===== src/rtl/network_mac_accum_requant.sv =====
// network_mac_accum_requant: window accumulator with round/shift/saturate requantisation and a one-entry valid/ready output register.
// Optional NETWORK_MAC_RELU_EN clamps negative results to zero before saturation.
module network_mac_accum_requant #(
  parameter int PROD_WIDTH = 30,
  parameter int ACC_WIDTH  = 40,
  parameter int OUT_WIDTH  = 16,
  parameter int FRAC_SHIFT = 14
) (
  input  logic                  clk,
  input  logic                  reset,
  input  logic                  in_valid,
  output logic                  in_ready,
  input  logic [PROD_WIDTH-1:0] in_prod,
  input  logic                  in_last,
  output logic                  out_valid,
  input  logic                  out_ready,
  output logic [OUT_WIDTH-1:0]  out_data,
  output logic                  out_sat,
  output logic [15:0]           out_count
);
  typedef enum logic {IDLE, ACCUM} state_t;
  localparam int RW = ACC_WIDTH + 1;
  localparam logic signed [RW-1:0] HALF = {{(RW-1){1'b0}}, 1'b1} << (FRAC_SHIFT - 1);
  localparam logic signed [RW-1:0] MAXV = {{(RW-OUT_WIDTH+1){1'b0}}, {(OUT_WIDTH-1){1'b1}}};
  localparam logic [OUT_WIDTH-1:0] MAXO = {1'b0, {(OUT_WIDTH-1){1'b1}}};
  state_t                 state, state_d;
  logic [ACC_WIDTH-1:0]   acc, sum;
  logic signed [RW-1:0]   r;
  logic [15:0]            cnt, cnt_inc;
  logic [OUT_WIDTH-1:0]   q;
  logic                   accept, fin, sat, hi;
  assign in_ready = ~out_valid | out_ready;
  assign accept   = in_valid & in_ready;
  assign fin      = accept & in_last;
  assign sum      = (state == IDLE ? '0 : acc) + {{(ACC_WIDTH-PROD_WIDTH){in_prod[PROD_WIDTH-1]}}, in_prod};
  // One extra bit keeps the rounding add from wrapping near the accumulator limit
  assign r        = ($signed({sum[ACC_WIDTH-1], sum}) + HALF) >>> FRAC_SHIFT;
  assign cnt_inc  = cnt + 16'(cnt != 16'hFFFF);
  assign hi       = r > MAXV;
`ifdef NETWORK_MAC_RELU_EN
  always_comb begin
    q   = r[RW-1] ? '0 : hi ? MAXO : r[OUT_WIDTH-1:0];
    sat = hi;
  end
`else
  localparam logic signed [RW-1:0] MINV = {{(RW-OUT_WIDTH+1){1'b1}}, {(OUT_WIDTH-1){1'b0}}};
  logic lo;
  always_comb begin
    lo  = r < MINV;
    q   = hi ? MAXO : lo ? ~MAXO : r[OUT_WIDTH-1:0];
    sat = hi | lo;
  end
`endif
  always_comb begin
    state_d = accept ? (in_last ? IDLE : ACCUM) : state;
  end
  always_ff @(posedge clk or posedge reset) begin
    if (reset) state <= IDLE;
    else state <= state_d;
  end
  always_ff @(posedge clk or posedge reset) begin
    if (reset) begin
      acc       <= '0;
      cnt       <= '0;
      out_valid <= 1'b0;
      out_data  <= '0;
      out_sat   <= 1'b0;
      out_count <= '0;
    end else begin
      out_valid <= fin | (out_valid & ~out_ready);
      if (accept) begin
        acc <= in_last ? '0 : sum;
        cnt <= in_last ? '0 : cnt_inc;
      end
      if (fin) begin
        out_data  <= q;
        out_sat   <= sat;
        out_count <= cnt_inc;
      end
    end
  end
endmodule


===== config.mk =====
export PLATFORM = sky130hd
export DESIGN_NAME = network_mac_accum_requant
export DESIGN_NICKNAME = d
export VERILOG_FILES = /design/src/rtl/network_mac_accum_requant.sv
export SDC_FILE = /design/constraint.sdc
export NUM_CORES = 1
export LEC_CHECK = 0
export BUFFER_PORTS_ARGS = -buffer_cell sky130_fd_sc_hd__buf_4
export CAP_MARGIN = 20
export CORE_MARGIN = 10
export CORE_UTILIZATION = 55
export DETAILED_ROUTE_END_ITERATION = 10
export PLACE_DENSITY = 0.78
export RECOVER_POWER = 50
export SYNTH_ARGS = -nofsm -noshare
export SYNTH_HDL_FRONTEND = slang
export SYNTH_SLANG_ARGS = --single-unit

===== constraint.sdc =====
create_clock -name clk -period 4.6 [get_ports clk]
set_clock_uncertainty 0.05 [all_clocks]
set_input_delay 0.46 -clock clk [delete_from_list [all_inputs] [get_ports clk]]
set_output_delay 0.46 -clock clk [all_outputs]
set_load 0.005 [all_outputs]

; ---- Word level (Yosys, flattened, before mapping)
; Index checks and enable logic that the tools add are counted.
[op_classes]
shifts = 0
addsub = 3
reduce_logical = 0
magnitude_cmp = 2
n_div = 0
mul = 0
n_mux = 6
bitwise = 8
n_eq_ne = 1
[op_table]
columns = op, n
row1 = $mux 40, 2
row2 = $mux 16, 3
row3 = $add 40x15->41 const B, 1
row4 = $add 40x40->40, 1
row5 = $gt 27x16->1 const B, 1
row6 = $lt 27x16->1 const B, 1
row7 = $add 16x1->16, 1
row8 = $ne 16x16->1 const B, 1
row9 = $and 1x1->1, 3
row10 = $or 1x1->1, 3
row11 = $not 1->1, 2
row12 = $mux 1, 1
[totals]
out_inout_bits = 35
input_bits = 35
memories = 0
wordCells = 27
ramBits = 0
reg_bits = 91
romBits = 0
latch_bits = 0

; ---- Depth between registers and ports, before layout
[logic_depth]
depth_word = 6
ltp_mapped = 20
mapped_depth_nobuf = 18

; ---- Worst setup path after synthesis
; No wires, ideal clock.
[synth_path]
path_kind = reg-to-reg
startpoint = reg state
endpoint = reg out_data[6]
slack_ps = -325
path_buffers = 1
setup_time_ps = 126
synth_period_minus_slack_ps = 4925
arrival_time_ps = 4749
path_stages_with_launch = 17
cell_sequence = dfrtp_1 -> clkbuf_1 -> and2_1 -> ha_1 -> fa_1 -> a211oi_1 -> o21ai_2 -> a22oi_2 -> nor2_1 -> a311o_1 -> nor4_2 -> or4b_1 -> or4_1 -> a22oi_1 -> o211ai_1 -> o21a_1 -> o32a_1
[synth_between]
elab_chain_cells = 6
elab_cells_between_ends = 7
[synth_rtl]
columns = element, line_no
row1 = "start, declared", 26  ; state_t state, state_d;
row2 = "start signal, assigned", 59  ; else state <= state_d;
row3 = $mux 40 *, 35  ; assign sum = (state == IDLE ? '0 : acc) + {{(ACC_WIDTH-PROD_WIDTH){in_prod[PROD_WIDTH-1]}}, in_prod};
row4 = $add 40x40->40 *, 35
row5 = $add 40x15->41 *, 37  ; assign r = ($signed({sum[ACC_WIDTH-1], sum}) + HALF) >>> FRAC_SHIFT;
row6 = $lt 27x16->1, 49  ; lo = r < MINV;
row7 = $mux 16, 50  ; q = hi ? MAXO : lo ? ~MAXO : r[OUT_WIDTH-1:0];
row8 = $mux 16 *, 50
row9 = "end signal, assigned", 76  ; out_data <= q;
row10 = "end, declared", 17  ; output logic [OUT_WIDTH-1:0] out_data,
; Every way passes the cells marked *; elsewhere a longest branch is shown, timed or not.
; A chain may end at the register's enable or synchronous reset.

; ---- Worst setup path in the final report
[layout_path]
startpoint = reg state
endpoint = reg out_data[8]
; Same word-level chain as after synthesis.

==> metrics.md <==
| Metric | Value |
|---|---|
| Port bufs | `69` |
| Worst-path clk slew | `80 ps` |
| Max Fclk | `0.206 GHz` |
| Pin count of the biggest net entering global routing | `64` |
| Crit-path max FO | `7` |
| CP endpoint kind | `flop` |
| Final period util | `1.05` |
| Grt total ovfl | `0` |
| P&R area growth vs syn | `36.9%` |
| Vias in the first global route | `8186` |
| Post-synthesis compound-gate area fraction | `0.253` |
| Fin. Hold Viols | `0` |
| Mapped Area | `7690 µm²` |
| Critical Path RT | `4790 ps` |
| Sequential cell area | `2280 µm²` |
| CTS tree | `built` |
| Drt first pass iters | `6` |
| Main combinational cell family by area after synthesis | `simple AND/OR/NAND/NOR gates` |
| Minimum clock period | `4850 ps` |
| P_leak | `0.00454 µW` |
| Multiplexer area fraction after synthesis | `0.00520` |
| CTS Buf Count | `9` |
| Row Count | `43` |
| Ports | `70` |
| First-pass GRT wire length | `41200 µm` |
| Worst vdd ir | `0.226 mV` |
| Antenna violations before repair | `0` |
| Synth warn | `0` |
| Clk_lat worst skew | `360 ps` |
| Post-route ant nets | `0` |
| Post-Synth Simple-Gate Area | `0.268` |
| Vias per cell | `6.22` |
| Max_slew headroom | `-0.0453` |
| Pwr Total | `3360 µW` |
| EDFF count, synth | `0` |
| Clock buffer depth | `2` |
| Gr usage total | `0.255` |
| Crit Path Category | `flop to flop` |
| Total of max-cap violations | `2` |
| Fill cells | `1000` |
| Share of layout cells above drive strength 1 | `0.317` |
| Startpoint Class | `flop` |
| Final GP Congestion | `1.00` |
| Post-synthesis sequential area ratio | `0.296` |
| Pwr/cell area | `319 nW/µm²` |
| Failing checks | `capacitance limit, slew limit, setup timing` |
| DR vias | `8575` |
| Syn_area_per_cell | `7.95 µm²` |
| Die Area | `19100 µm²` |
| Design area | `10500 µm²` |
| Cell variety after synth | `83` |
| Routed len/inst | `19.3 µm` |
| CTS root buf | `clkbuf_16` |
| Commonest non-fill, non-tap cells in the layout | `225 x buf_4, 124 x nand2_1, 91 x dfrtp_1, 87 x o21ai_0, 77 x nor2_1` |
| #FFs+latches synth | `91` |
| N_diodes | `0` |
| DR iter-0 viols | `1108` |
| Gate Count Post-Synth | `967` |
| Adder-cell share of the synthesized area | `0.0709` |
| Mapped Nets | `1045` |
| Number of remaining DRC errors | `0` |
| Slew Limit Fails | `94` |
| WP data arrival | `5040 ps` |
| Status | `finished, violations left` |
| Setup ws final | `-247 ps` |
| Area of the core | `13800 µm²` |
| Initial core utilization | `0.559` |
| WL final | `26600 µm` |
| Main synth FF type | `dfrtp_1` |
| HP Class | `input pin to flop` |
| Final setup viols | `16` |
| Commonest non-fill, non-tap cell in the layout | `buf_4` |
| Fraction of synthesized cell area in xor and xnor cells | `0.0727` |
| Post-DP HPWL | `19100 µm` |
| Area of the multi-input gates | `5630 µm²` |
| Async set or reset register ratio after synthesis | `1.00` |
| Die W | `138 µm` |
| Placed cell area | `9670 µm²` |
| Tightest Pin Transition | `1570 ps` |
| H-tree levels | `3` |
| Unrepaired setup endpoints after global routing | `yes` |
| Die height | `138 µm` |
| Final #Nets | `1272` |
| Clock net sink count | `91` |
[repair_timing]
action / 4_1_cts / 5_1_grt
hold endpoints to repair: 0 / 0
buffers inserted: 7 / 11
cloned: 0 / 0
resized for setup: 31 / 58
hold buffers: 0 / 0
endpoints found under the setup margin: 16 / 16
pin swaps: 28 / 30
[state kept, by name (all words and copies together), names as in the netlist]
register,cells
cnt,16
out_valid,1
state,1
out_sat,1
acc,40
out_data,16
out_count,16
[per-layer routing]
metal	wire, µm	global-route usage
met1	11500	0.343
met2	12200	0.398
met3	2400	0.0592
met4	544	0.0760
met5	0	0
[logic make-up (layout without fill, tap and decap cells)]
kind of cell | Yosys count | in the layout
flops | 91 | 91
fa+ha+maj | 43 | 43
compound gates | 296 | 296
simple gates | 406 | 406
buf+inv | 64 | 296
xor+xnor | 63 | 63
mux | 4 | 4
[power by group]
| part | total, µW | switching, µW | leakage [µW] | internal, µW |
|---|---|---|---|---|
| Combinational | 1560 | 841 | 0.00323 | 719 |
| Clock | 804 | 370 | 0.000151 | 434 |
| Sequential | 998 | 81.5 | 0.00117 | 916 |
| Total | 3360 | 1290 | 0.00454 | 2070 |
[per-stage QoR]
stage	instances	hold WS, ps	setup slack, ps	TNS (ps)	utilization
6_report	1379	382	-247	-2700	0.765
3_5_place_dp	1346	413	-357	-3720	0.702
4_1_cts	1368	113	-253	-3010	0.738
5_1_grt	1379	386	-398	-5680	0.765
2_1_floorplan	967	391	6.70	0	-
3_3_place_gp	1346	404	-264	-2220	0.702
[critical path, cell delays in order (launching register included)]
cell,delay (ps)
dfrtp_1,420
buf_6,150
and2_4,140
ha_4,160
fa_2,380
a211oi_4,290
o21ai_4,110
a22oi_2,270
buf_4,160
buf_4,100
nor2_1,40
a311o_1,330
nor4_4,190
or4b_4,500
or4_4,490
a22oi_2,180
o211ai_1,160
o21a_1,240
o32a_1,350
[layout make-up]
class	instances	share of cell area
Timing Repair Buffer	267	0.193
Inverter	13	0.00475
Multi-Input combinational cell	812	0.535
Sequential cell	91	0.216
Clock buffer	10	0.0217
Clock inverter	6	0.00772
Tap cell	180	0.0214
[synthesized netlist by cell type, types with 9 or more instances]
cell type    n  share of area
nand4_1     27          0.022
a22o_1      17          0.019
and3_1      10         0.0081
xnor2_1     35          0.040
a21oi_1     60          0.039
nor2_1      79          0.039
o31ai_1      9         0.0088
a21o_1      10         0.0098
o21ai_0     94          0.061
buf_2       10         0.0065
dfrtp_1     91           0.30
inv_1       13         0.0063
nand3_1     28          0.018
ha_1        42          0.068
clkbuf_1    39          0.019
nor3_1      29          0.019
o211ai_1    12          0.012
nand2_1    128          0.062
xor2_1      27          0.031
and2_1      49          0.040
a31oi_1     15          0.012
[worst paths after layout]
path | end | slack [ps] | cells after the start | startpoint
setup / recovery | out_data[8] | -250 | 18 | state
hold / removal | acc[2] | 380 | 2 | in_last
setup reg to reg | out_data[8] | -250 | 18 | state
hold reg to reg | acc[4] | 430 | 2 | acc[4]
max in group asynchronous | out_count[15] | 1950 | 3 | reset
min in group asynchronous | acc[36] | 410 | 2 | reset
(Power assumes the default switching activity.)
